### config.mk
export PLATFORM = sky130hd
export DESIGN_NAME = seg_reader
export DESIGN_NICKNAME = d
export VERILOG_FILES = /design/src/rtl/seg_reader_pkg.sv /design/src/rtl/seg_digit_decode.sv /design/src/rtl/seg_reader.sv
export SDC_FILE = /design/constraint.sdc
export NUM_CORES = 1
export LEC_CHECK = 0
export ABC_CLOCK_PERIOD_IN_PS = 3100
export BUFFER_PORTS_ARGS = -buffer_cell sky130_fd_sc_hd__buf_2
export CAP_MARGIN = 0
export CORE_ASPECT_RATIO = 0.8
export CORE_UTILIZATION = 53
export DETAILED_ROUTE_END_ITERATION = 10
export GPL_TIMING_DRIVEN = 0
export PLACE_DENSITY_LB_ADDON = 0.08
export SLEW_MARGIN = 20
export SYNTH_ARGS = -nofsm -noshare
export SYNTH_HDL_FRONTEND = slang
export SYNTH_SLANG_ARGS = --single-unit
### constraint.sdc
create_clock -name clk -period 3.1 [get_ports clk]
set_input_delay 0.31 -clock clk [delete_from_list [all_inputs] [get_ports clk]]
set_output_delay 0.31 -clock clk [all_outputs]
set_load 0.05 [all_outputs]
### src/rtl/seg_reader_pkg.sv
// Shared 7-segment constants, frame classes and BCD helpers.
// Used by the segment reader and by the display encoder side.
package seg_reader_pkg;

    localparam logic [7:0] SEG_0     = 8'hC0;
    localparam logic [7:0] SEG_1     = 8'hF9;
    localparam logic [7:0] SEG_2     = 8'hA4;
    localparam logic [7:0] SEG_3     = 8'hB0;
    localparam logic [7:0] SEG_4     = 8'h99;
    localparam logic [7:0] SEG_5     = 8'h92;
    localparam logic [7:0] SEG_6     = 8'h82;
    localparam logic [7:0] SEG_7     = 8'hF8;
    localparam logic [7:0] SEG_8     = 8'h80;
    localparam logic [7:0] SEG_9     = 8'h90;
    localparam logic [7:0] SEG_BLANK = 8'hFF;
    localparam logic [7:0] SEG_DASH  = 8'hBF;

    localparam logic [31:0] FRAME_BLANK = {4{SEG_BLANK}};
    localparam logic [31:0] FRAME_DASH  = {4{SEG_DASH}};

    typedef enum logic [1:0] {
        CLS_DIGITS  = 2'd0,
        CLS_BLANK   = 2'd1,
        CLS_DASH    = 2'd2,
        CLS_INVALID = 2'd3
    } frame_class_e;

    // Digit to active-low segment code, for the encoder side.
    function automatic logic [7:0] seg_encode(input logic [3:0] d);
        logic [7:0] c;
        c = SEG_BLANK;
        case (d)
            4'd0: c = SEG_0;
            4'd1: c = SEG_1;
            4'd2: c = SEG_2;
            4'd3: c = SEG_3;
            4'd4: c = SEG_4;
            4'd5: c = SEG_5;
            4'd6: c = SEG_6;
            4'd7: c = SEG_7;
            4'd8: c = SEG_8;
            4'd9: c = SEG_9;
            default: c = SEG_BLANK;
        endcase
        return c;
    endfunction

    // Four-digit BCD minus one with borrow; 0000 wraps to 9999.
    function automatic logic [15:0] bcd_dec(input logic [15:0] v);
        logic [15:0] r;
        logic        borrow;
        r      = v;
        borrow = 1'b1;
        for (int i = 0; i < 4; i++) begin
            if (borrow) begin
                if (v[4*i +: 4] == 4'd0) begin
                    r[4*i +: 4] = 4'd9;
                end else begin
                    r[4*i +: 4] = v[4*i +: 4] - 4'd1;
                    borrow      = 1'b0;
                end
            end
        end
        return r;
    endfunction

endpackage

### src/rtl/seg_digit_decode.sv
// Exact-match decode of one active-low segment bus.
// Any code outside the ten digit patterns is a non-digit.
module seg_digit_decode
    import seg_reader_pkg::*;
(
    input  logic [7:0] code_i,
    output logic [3:0] digit_o,
    output logic       is_digit_o
);

    // Map a full 8-bit code to its digit value
    always_comb begin
        digit_o    = 4'd0;
        is_digit_o = 1'b1;
        unique case (code_i)
            SEG_0:   digit_o = 4'd0;
            SEG_1:   digit_o = 4'd1;
            SEG_2:   digit_o = 4'd2;
            SEG_3:   digit_o = 4'd3;
            SEG_4:   digit_o = 4'd4;
            SEG_5:   digit_o = 4'd5;
            SEG_6:   digit_o = 4'd6;
            SEG_7:   digit_o = 4'd7;
            SEG_8:   digit_o = 4'd8;
            SEG_9:   digit_o = 4'd9;
            default: is_digit_o = 1'b0;
        endcase
    end

endmodule

### src/rtl/seg_reader.sv
// Reads a 4-digit 7-segment display, filters flicker and
// reports frame class, BCD value, frame period and countdown steps.
module seg_reader
    import seg_reader_pkg::*;
#(
    parameter int STABLE_CYCLES = 4,
    parameter int PERIOD_WIDTH  = 28
) (
    input  logic                    clk,
    input  logic                    rst,
    input  logic [7:0]              hex0,
    input  logic [7:0]              hex1,
    input  logic [7:0]              hex2,
    input  logic [7:0]              hex3,
    output logic                    frame_valid,
    output logic [1:0]              frame_class,
    output logic [15:0]             bcd,
    output logic [PERIOD_WIDTH-1:0] period,
    output logic                    step_ok,
    output logic                    step_err
);

    localparam logic [7:0] STAB_TGT = 8'(STABLE_CYCLES);
    localparam logic [7:0] STAB_PRE = 8'(STABLE_CYCLES - 1);

    typedef enum logic {
        S_FIRST = 1'b0,
        S_TRACK = 1'b1
    } state_e;

    logic [31:0]             frame_w;
    logic [15:0]             dig_w;
    logic [3:0]              isd_w;
    frame_class_e            cls_w;
    logic [15:0]             bcd_w;
    logic                    same_w;
    logic                    accept_w;
    logic                    ok_w;
    logic                    err_w;

    logic [31:0]             sample_q;
    logic [7:0]              stab_q;
    logic [7:0]              stab_d;
    state_e                  state_q;
    logic [31:0]             last_q;
    logic [PERIOD_WIDTH-1:0] per_q;
    logic [PERIOD_WIDTH-1:0] per_d;

    logic                    fv_q;
    frame_class_e            cls_q;
    logic [15:0]             bcd_q;
    logic [PERIOD_WIDTH-1:0] period_q;
    logic                    ok_q;
    logic                    err_q;

    assign frame_w = {hex3, hex2, hex1, hex0};

    seg_digit_decode u_dec0 (
        .code_i     (hex0),
        .digit_o    (dig_w[3:0]),
        .is_digit_o (isd_w[0])
    );

    seg_digit_decode u_dec1 (
        .code_i     (hex1),
        .digit_o    (dig_w[7:4]),
        .is_digit_o (isd_w[1])
    );

    seg_digit_decode u_dec2 (
        .code_i     (hex2),
        .digit_o    (dig_w[11:8]),
        .is_digit_o (isd_w[2])
    );

    seg_digit_decode u_dec3 (
        .code_i     (hex3),
        .digit_o    (dig_w[15:12]),
        .is_digit_o (isd_w[3])
    );

    // Classify the live frame and decide acceptance and step result
    always_comb begin
        cls_w = CLS_INVALID;
        if (&isd_w) begin
            cls_w = CLS_DIGITS;
        end else if (frame_w == FRAME_BLANK) begin
            cls_w = CLS_BLANK;
        end else if (frame_w == FRAME_DASH) begin
            cls_w = CLS_DASH;
        end

        bcd_w = (cls_w == CLS_DIGITS) ? dig_w : 16'h0000;

        same_w = (frame_w == sample_q);
        stab_d = 8'd1;
        if (same_w) begin
            stab_d = (stab_q == STAB_TGT) ? stab_q : stab_q + 8'd1;
        end

        // The counter is pinned at the target, so this fires once per run
        accept_w = same_w && (stab_q == STAB_PRE) &&
                   ((state_q == S_FIRST) || (frame_w != last_q));

        per_d = (per_q == '1) ? per_q : per_q + PERIOD_WIDTH'(1);

        ok_w  = 1'b0;
        err_w = 1'b0;
        if ((state_q == S_TRACK) && (cls_q == CLS_DIGITS) &&
            (cls_w == CLS_DIGITS)) begin
            // 0000 has no valid predecessor step, so it never counts as ok
            if ((bcd_q != 16'h0000) && (bcd_w == bcd_dec(bcd_q))) begin
                ok_w = 1'b1;
            end else begin
                err_w = 1'b1;
            end
        end
    end

    // Stability filter: previous sample and run length
    always_ff @(posedge clk or negedge rst) begin
        if (!rst) begin
            sample_q <= '1;
            stab_q   <= '0;
        end else begin
            sample_q <= frame_w;
            stab_q   <= stab_d;
        end
    end

    // Acceptance FSM with registered frame outputs
    always_ff @(posedge clk or negedge rst) begin
        if (!rst) begin
            state_q  <= S_FIRST;
            last_q   <= '1;
            per_q    <= '0;
            fv_q     <= 1'b0;
            cls_q    <= CLS_DIGITS;
            bcd_q    <= '0;
            period_q <= '0;
            ok_q     <= 1'b0;
            err_q    <= 1'b0;
        end else begin
            fv_q  <= 1'b0;
            ok_q  <= 1'b0;
            err_q <= 1'b0;
            per_q <= per_d;
            if (accept_w) begin
                state_q  <= S_TRACK;
                last_q   <= frame_w;
                per_q    <= PERIOD_WIDTH'(1);
                period_q <= (state_q == S_FIRST) ? '0 : per_q;
                fv_q     <= 1'b1;
                cls_q    <= cls_w;
                bcd_q    <= bcd_w;
                ok_q     <= ok_w;
                err_q    <= err_w;
            end
        end
    end

    assign frame_valid = fv_q;
    assign frame_class = cls_q;
    assign bcd         = bcd_q;
    assign period      = period_q;
    assign step_ok     = ok_q;
    assign step_err    = err_q;

endmodule
# After elaboration in Yosys (flattened, before gate mapping)

Index checks and enable logic that the tools add are counted.
Widths: inputs -> output; s select.

Logic and storage cells: 129
Bits in registers: 150

Add/subtract/negate cells: 6
Muxes and demuxes: 43
Bitwise operators: 1
Eq/ne operators: 50
Reductions and logical operators: 18

Operators by type and width:

| cell                  | count |
|---|---|
| $eq 8x8->1 const B    | 40 |
| $pmux 4 s9            | 4 |
| $mux 28               | 3 |
| $eq 32x32->1 const B  | 2 |
| $mux 4                | 11 |
| $reduce_or 10->1      | 4 |
| $eq 32x32->1          | 1 |
| $ne 32x32->1          | 1 |
| $add 28x1->28 const B | 1 |
| $eq 28x28->1 const B  | 1 |
| $mux 1                | 20 |
| $eq 16x16->1          | 1 |
| $logic_not 4->1       | 4 |
| $mux 16               | 1 |
| $mux 8                | 2 |
| $reduce_bool 16->1    | 1 |
| $sub 4x1->4 const B   | 4 |
| $add 8x1->8 const B   | 1 |
| $eq 8x2->1 const B    | 1 |
| $eq 8x3->1 const B    | 1 |
| $logic_and 1x1->1     | 5 |
| $logic_not 2->1       | 2 |
| $mux 2                | 2 |
| $ne 2x2->1 const B    | 2 |
| other kinds (3)       | 3 |

# Longest topological paths before layout

Word-level depth: 19
Gate-level depth with buffers: 12
Mapped depth without buffers: 9

# Hierarchy

A second synthesis with hierarchy kept.

Cells, all modules: 893
Area total of the unflattened synthesis: 8,241.7 sq um

By module, submodules not included:

| module           | sequential area each (sq um) | cells an instance | area each (sq um) | times used |
|---|---|---|---|---|
| seg_reader       | 3,833.7                      | 785               | 7,435.9           | 1 |
| seg_digit_decode | 0.0                          | 27                | 201.4             | 4 |

# Least setup slack after synthesis

OpenSTA, ideal clock, no wires.

Path kind: reg-to-reg
Start: reg bcd_q[0] (netlist: bcd[0])
End: reg ok_q (netlist: step_ok)
Period minus slack after synthesis: 2.959 ns
Path slack: 0.141 ns
Arrival time: 2.893 ns
Stages on the path, launching flop included: 11
Cells stage by stage: dfrtp_1 > buf_6 > or4_4 > buf_6 > or3_4 > nand4_1 > or4b_1 > a22oi_1 > o21a_1 > o2111a_1 > and3_1

Longest elaborated chain between the ends: 14

RTL lines:

| element                  | RTL line             | RTL |
|---|---|---|
| start: declaration       | seg_reader.sv:51     | `logic [15:0] bcd_q;` |
| start signal: assignment | seg_reader.sv:155    | `bcd_q <= bcd_w;` |
| $logic_not 4->1          | seg_reader_pkg.sv:56 | `if (v[4*i +: 4] == 4'd0) begin` |
| $mux 1                   | seg_reader_pkg.sv:56 |  |
| $mux 1                   | seg_reader.sv:109    | `if ((state_q == S_TRACK) && (cls_q == CLS_DIGITS) &&` |
| $mux 1                   | seg_reader_pkg.sv:55 | `if (borrow) begin` |
| $mux 1                   | seg_reader.sv:109    |  |
| $mux 1                   | seg_reader_pkg.sv:55 |  |
| $mux 1                   | seg_reader.sv:109    |  |
| $mux 4                   | seg_reader_pkg.sv:55 |  |
| $mux 4                   | seg_reader.sv:109    |  |
| $eq 16x16->1             | seg_reader.sv:112    | `if ((bcd_q != 16'h0000) && (bcd_w == bcd_dec(bcd_q))) begin` |
| $logic_and 1x1->1 (*)    | seg_reader.sv:112    |  |
| $mux 1 (*)               | seg_reader.sv:112    |  |
| $mux 1 (*)               | seg_reader.sv:109    |  |
| $mux 1 (*)               | seg_reader.sv:148    | `if (accept_w) begin` |
| end signal: assignment   | seg_reader.sv:156    | `ok_q <= ok_w;` |
| end: declaration         | seg_reader.sv:53     | `logic ok_q;` |

Mark *: on every way between the ends. The rest lies on a longest branch, timed or not. The select of a mux whose other input is x is not followed.
A chain may end at the register's enable or synchronous reset.

# Worst setup path in the final report

Same ends and word-level chain as after synthesis.

==> results_dict.tcl <==
set metrics [dict create \
    layout_setup_ws_ps 148 \
    drive_above_1_share_pct 21.4 \
    tightest_slew_ps 1090 \
    cts_tree "yes" \
    fp-row-count 40 \
    path_cells "buf_6 -> or4_4 -> buf_6 -> or3_4 -> nand4_1 -> or4b_1 -> a22oi_1 -> o21a_1 -> o2111a_1 -> and3_1" \
    p_comb_share_pct 7.2 \
    ys_seq_elements 150 \
    pwr-share-seq_pct 46.9 \
    cp_max_fo 9 \
    crit_slowest_cell "or4_4" \
    ioPinCount 83 \
    status "finished clean" \
    cts_sinks 150 \
    setup_tns_ps 0 \
    clock_latency_ps 430 \
    portBuffers 82 \
    preCtsSetupSlack_ps -552 \
    rsz0062_at_grt "no" \
    clock-root-buffer "clkbuf_16" \
    antenna_cells 0 \
    cts_buffers 17 \
    r2r-end "step_ok$_DFF_PN0_" \
    grt_overflow 0 \
    die_h_um 113 \
    antenna_left 0 \
    syn_nets 950 \
    crit_end "step_ok$_DFF_PN0_" \
    vias 7053 \
    p_sw_share_pct 24.9 \
    drc 0 \
    grt_pass1_wl_mm 34.3 \
    place_congestion 0.899 \
    switching_power_mw 1.07 \
    yosysWarningCount 0 \
    fin_crit_sh_pct 95.2 \
    synth_area_um2 8210 \
    avgViaCountPerCell 5.60 \
    path_clk_slew_ps 60 \
    core-area_um2 15100 \
    crit_arrival_ps 3320 \
    max_freq_mhz 339 \
    fin_crit_ps 2950 \
    pwr-share-clk_pct 45.8 \
    area_growth_pct 19.0 \
    gr-usage-all-layers_pct 28.2 \
    p_per_area_nw_per_um2 438 \
    internal_power_mw 3.21 \
    end_kind "flop" \
    hp-class "in -> reg" \
    peakVddDrop_mv 0.362 \
    start_util_pct 54.5 \
    crit_top_cell "buf_6" \
    synth_edf_count 0 \
    cp-start-kind "flop" \
    regToRegStartpoint "bcd[0]$_DFFE_PN0P_" \
    skew_ps 7.13 \
    maxSlewViolCount 0 \
    die_w_um 141 \
    routedWlPerCell_um 16.9 \
    first_iter_violations 556 \
    async_reset_ff_share_pct 100 \
    dieArea_um2 16000 \
    final_util_pct 64.9 \
    grt_antenna_before_repair 0 \
    final_nets 1073 \
    cp.required_ps 3460 \
    holdWs_ps 10.4 \
    cp-startpoint "bcd[0]$_DFFE_PN0P_" \
    regToRegSetupSlack_ps 150 \
    yosysUniqueCellTypes 73 \
    post-cts-setup-buffer-count 0 \
    grt_pass1_vias 6487 \
    synthCells 913 \
    ctsHtreeMaxLevel 4 \
    synthFlopType "dfrtp_1" \
    fillers 1305 \
    setup_viol 0 \
    drt-total-wl_mm 21.3 \
    leakagePower_nw 4.37 \
    hpwl_mm 15.1 \
    seq_area_frac_synth_pct 46.7 \
    grt_max_degree 79 \
    max_stage_delay_ps 510 \
    first_pass_iters 5 \
    power.total_mw 4.28 \
    r2r_cells 10 \
    cts_buffer_depth 2 \
    synth.avg_cell_area_um2 8.99 \
    worstSetupPathType "reg -> reg" \
    finalHoldViolCount 0 \
    maxCapViolations 0 \
    max_slew_margin_pct 26.6 \
]
==> final cells by class <==
| class | count | area, um2 | area share [%] |
|---|---|---|---|
| multi-input combinational | 691 | 4120 | 42.2 |
| tap | 210 | 263 | 2.69 |
| clock inverter | 13 | 97.6 | 0.999 |
| clock buffer | 19 | 464 | 4.75 |
| inverter | 14 | 52.6 | 0.538 |
| sequential | 150 | 3830 | 39.2 |
| timing repair buffer | 107 | 688 | 7.04 |
| buffer | 55 | 250 | 2.56 |
==> synthesized netlist by cell type (4+ instances only) <==
cell type / instances / area share [%]
buf_1: 4 / 0.18
nand2_1: 198 / 9.1
nor2b_1: 5 / 0.38
nor4_1: 18 / 1.4
o21ai_1: 15 / 0.91
a21oi_1: 18 / 1.1
nor2_1: 66 / 3.0
o22ai_1: 5 / 0.38
nor3b_1: 6 / 0.55
clkbuf_1: 36 / 1.6
mux2_2: 4 / 0.55
inv_1: 14 / 0.64
nand3_1: 56 / 3.4
or4_1: 8 / 0.73
o211ai_1: 5 / 0.46
a21boi_0: 4 / 0.37
nand2b_1: 8 / 0.61
or2_2: 4 / 0.30
and4_1: 6 / 0.64
o21ai_0: 13 / 0.79
a211oi_1: 4 / 0.37
dfstp_2: 64 / 20
nor3_1: 16 / 0.98
nor4b_1: 6 / 0.64
a31oi_1: 4 / 0.30
o31ai_1: 4 / 0.37
nand4_1: 25 / 1.9
dfrtp_1: 86 / 26
and3_1: 11 / 0.84
xor2_1: 41 / 4.4
and2_1: 5 / 0.38
xnor2_1: 63 / 6.7
or3_1: 9 / 0.69
buf_2: 16 / 0.98
==> logic make-up after synthesis <==
logic type	share of synthesized area [%]
mux	1.10
fa+ha+maj	0.457
flops	46.7
buf+inv	3.72
xor+xnor	11.1
compound gates	8.43
simple gates	28.5
==> critical path: cells and delay by family (launching register included) <==
family	cells	cell delay [ps]
simple gates	5	1620
compound gates	3	580
buf+inv	2	300
flops	1	390
==> per-layer routing <==
layer,up-vias,share of wire (%),global-route usage [%]
met5,-,0,0
met4,0,1.4,9.71
met3,28,4.7,4.44
met2,212,44,42.0
met1,3402,50,41.9
li1,3411,-,-
==> placed cells by master (no fill, tap or decap), drive strengths merged, types with 6 or more instances in the layout <==
cell	instances
dfrtp	86
clkbuf	52
and3	11
nor3b	6
xnor2	63
nor4	21
o21ai	28
and4	6
nor2	66
nor3	16
dfstp	64
clkinv	8
buf	105
nand4	25
nor4b	6
nand2b	8
a21oi	18
nand2	198
inv	16
xor2	41
or4	9
or3	10
dlygate4sd3	24
nand3	56
==> power by group through the flow <==
stage	sequential, mW	clock, mW	combinational [mW]
floorplan	2.04	0	0.155
global placement	2.04	0	0.274
detailed placement	2.04	0	0.281
CTS	2.01	1.99	0.307
global route	2.01	2.07	0.340
finish	2.01	1.96	0.310
==> per-stage QoR <==
step	area [um2]	cells
2_1_floorplan	8210	913
3_3_place_gp	8880	1205
3_5_place_dp	8920	1206
4_1_cts	9740	1261
5_1_grt	9770	1259
6_report	9770	1259
==> worst min-delay path by stage <==
stage / slack (ps) / to / start / depth (start not counted)
floorplan: 10 / bcd[0]$_DFFE_PN0P_ / rst / 0
global placement: 420 / sample_q[7]$_DFF_PN1_ / hex0[7] / 1
detailed placement: 300 / bcd[0]$_DFFE_PN0P_ / rst / 1
CTS: 0.6 / sample_q[22]$_DFF_PN1_ / hex2[6] / 1
global route: 6 / sample_q[22]$_DFF_PN1_ / hex2[6] / 1
finish: 10 / sample_q[22]$_DFF_PN1_ / hex2[6] / 1
==> what timing repair did <==
item	in CTS	in global routing
pin swaps	0	3
setup endpoints to repair	95	90
resized for setup	7	10
hold buffers	24	0
hold endpoints to repair	41	0
==> flip-flops by register name, indices dropped and copies added (netlist names) <==
| register | flops |
|---|---|
| last_q | 32 |
| sample_q | 32 |
| bcd | 16 |
| per_q | 28 |
| state_q | 1 |
| period | 28 |
| frame_valid | 1 |
| frame_class | 2 |
| stab_q | 8 |
| step_ok | 1 |
| step_err | 1 |
Power figures use the tool's default switching activity.
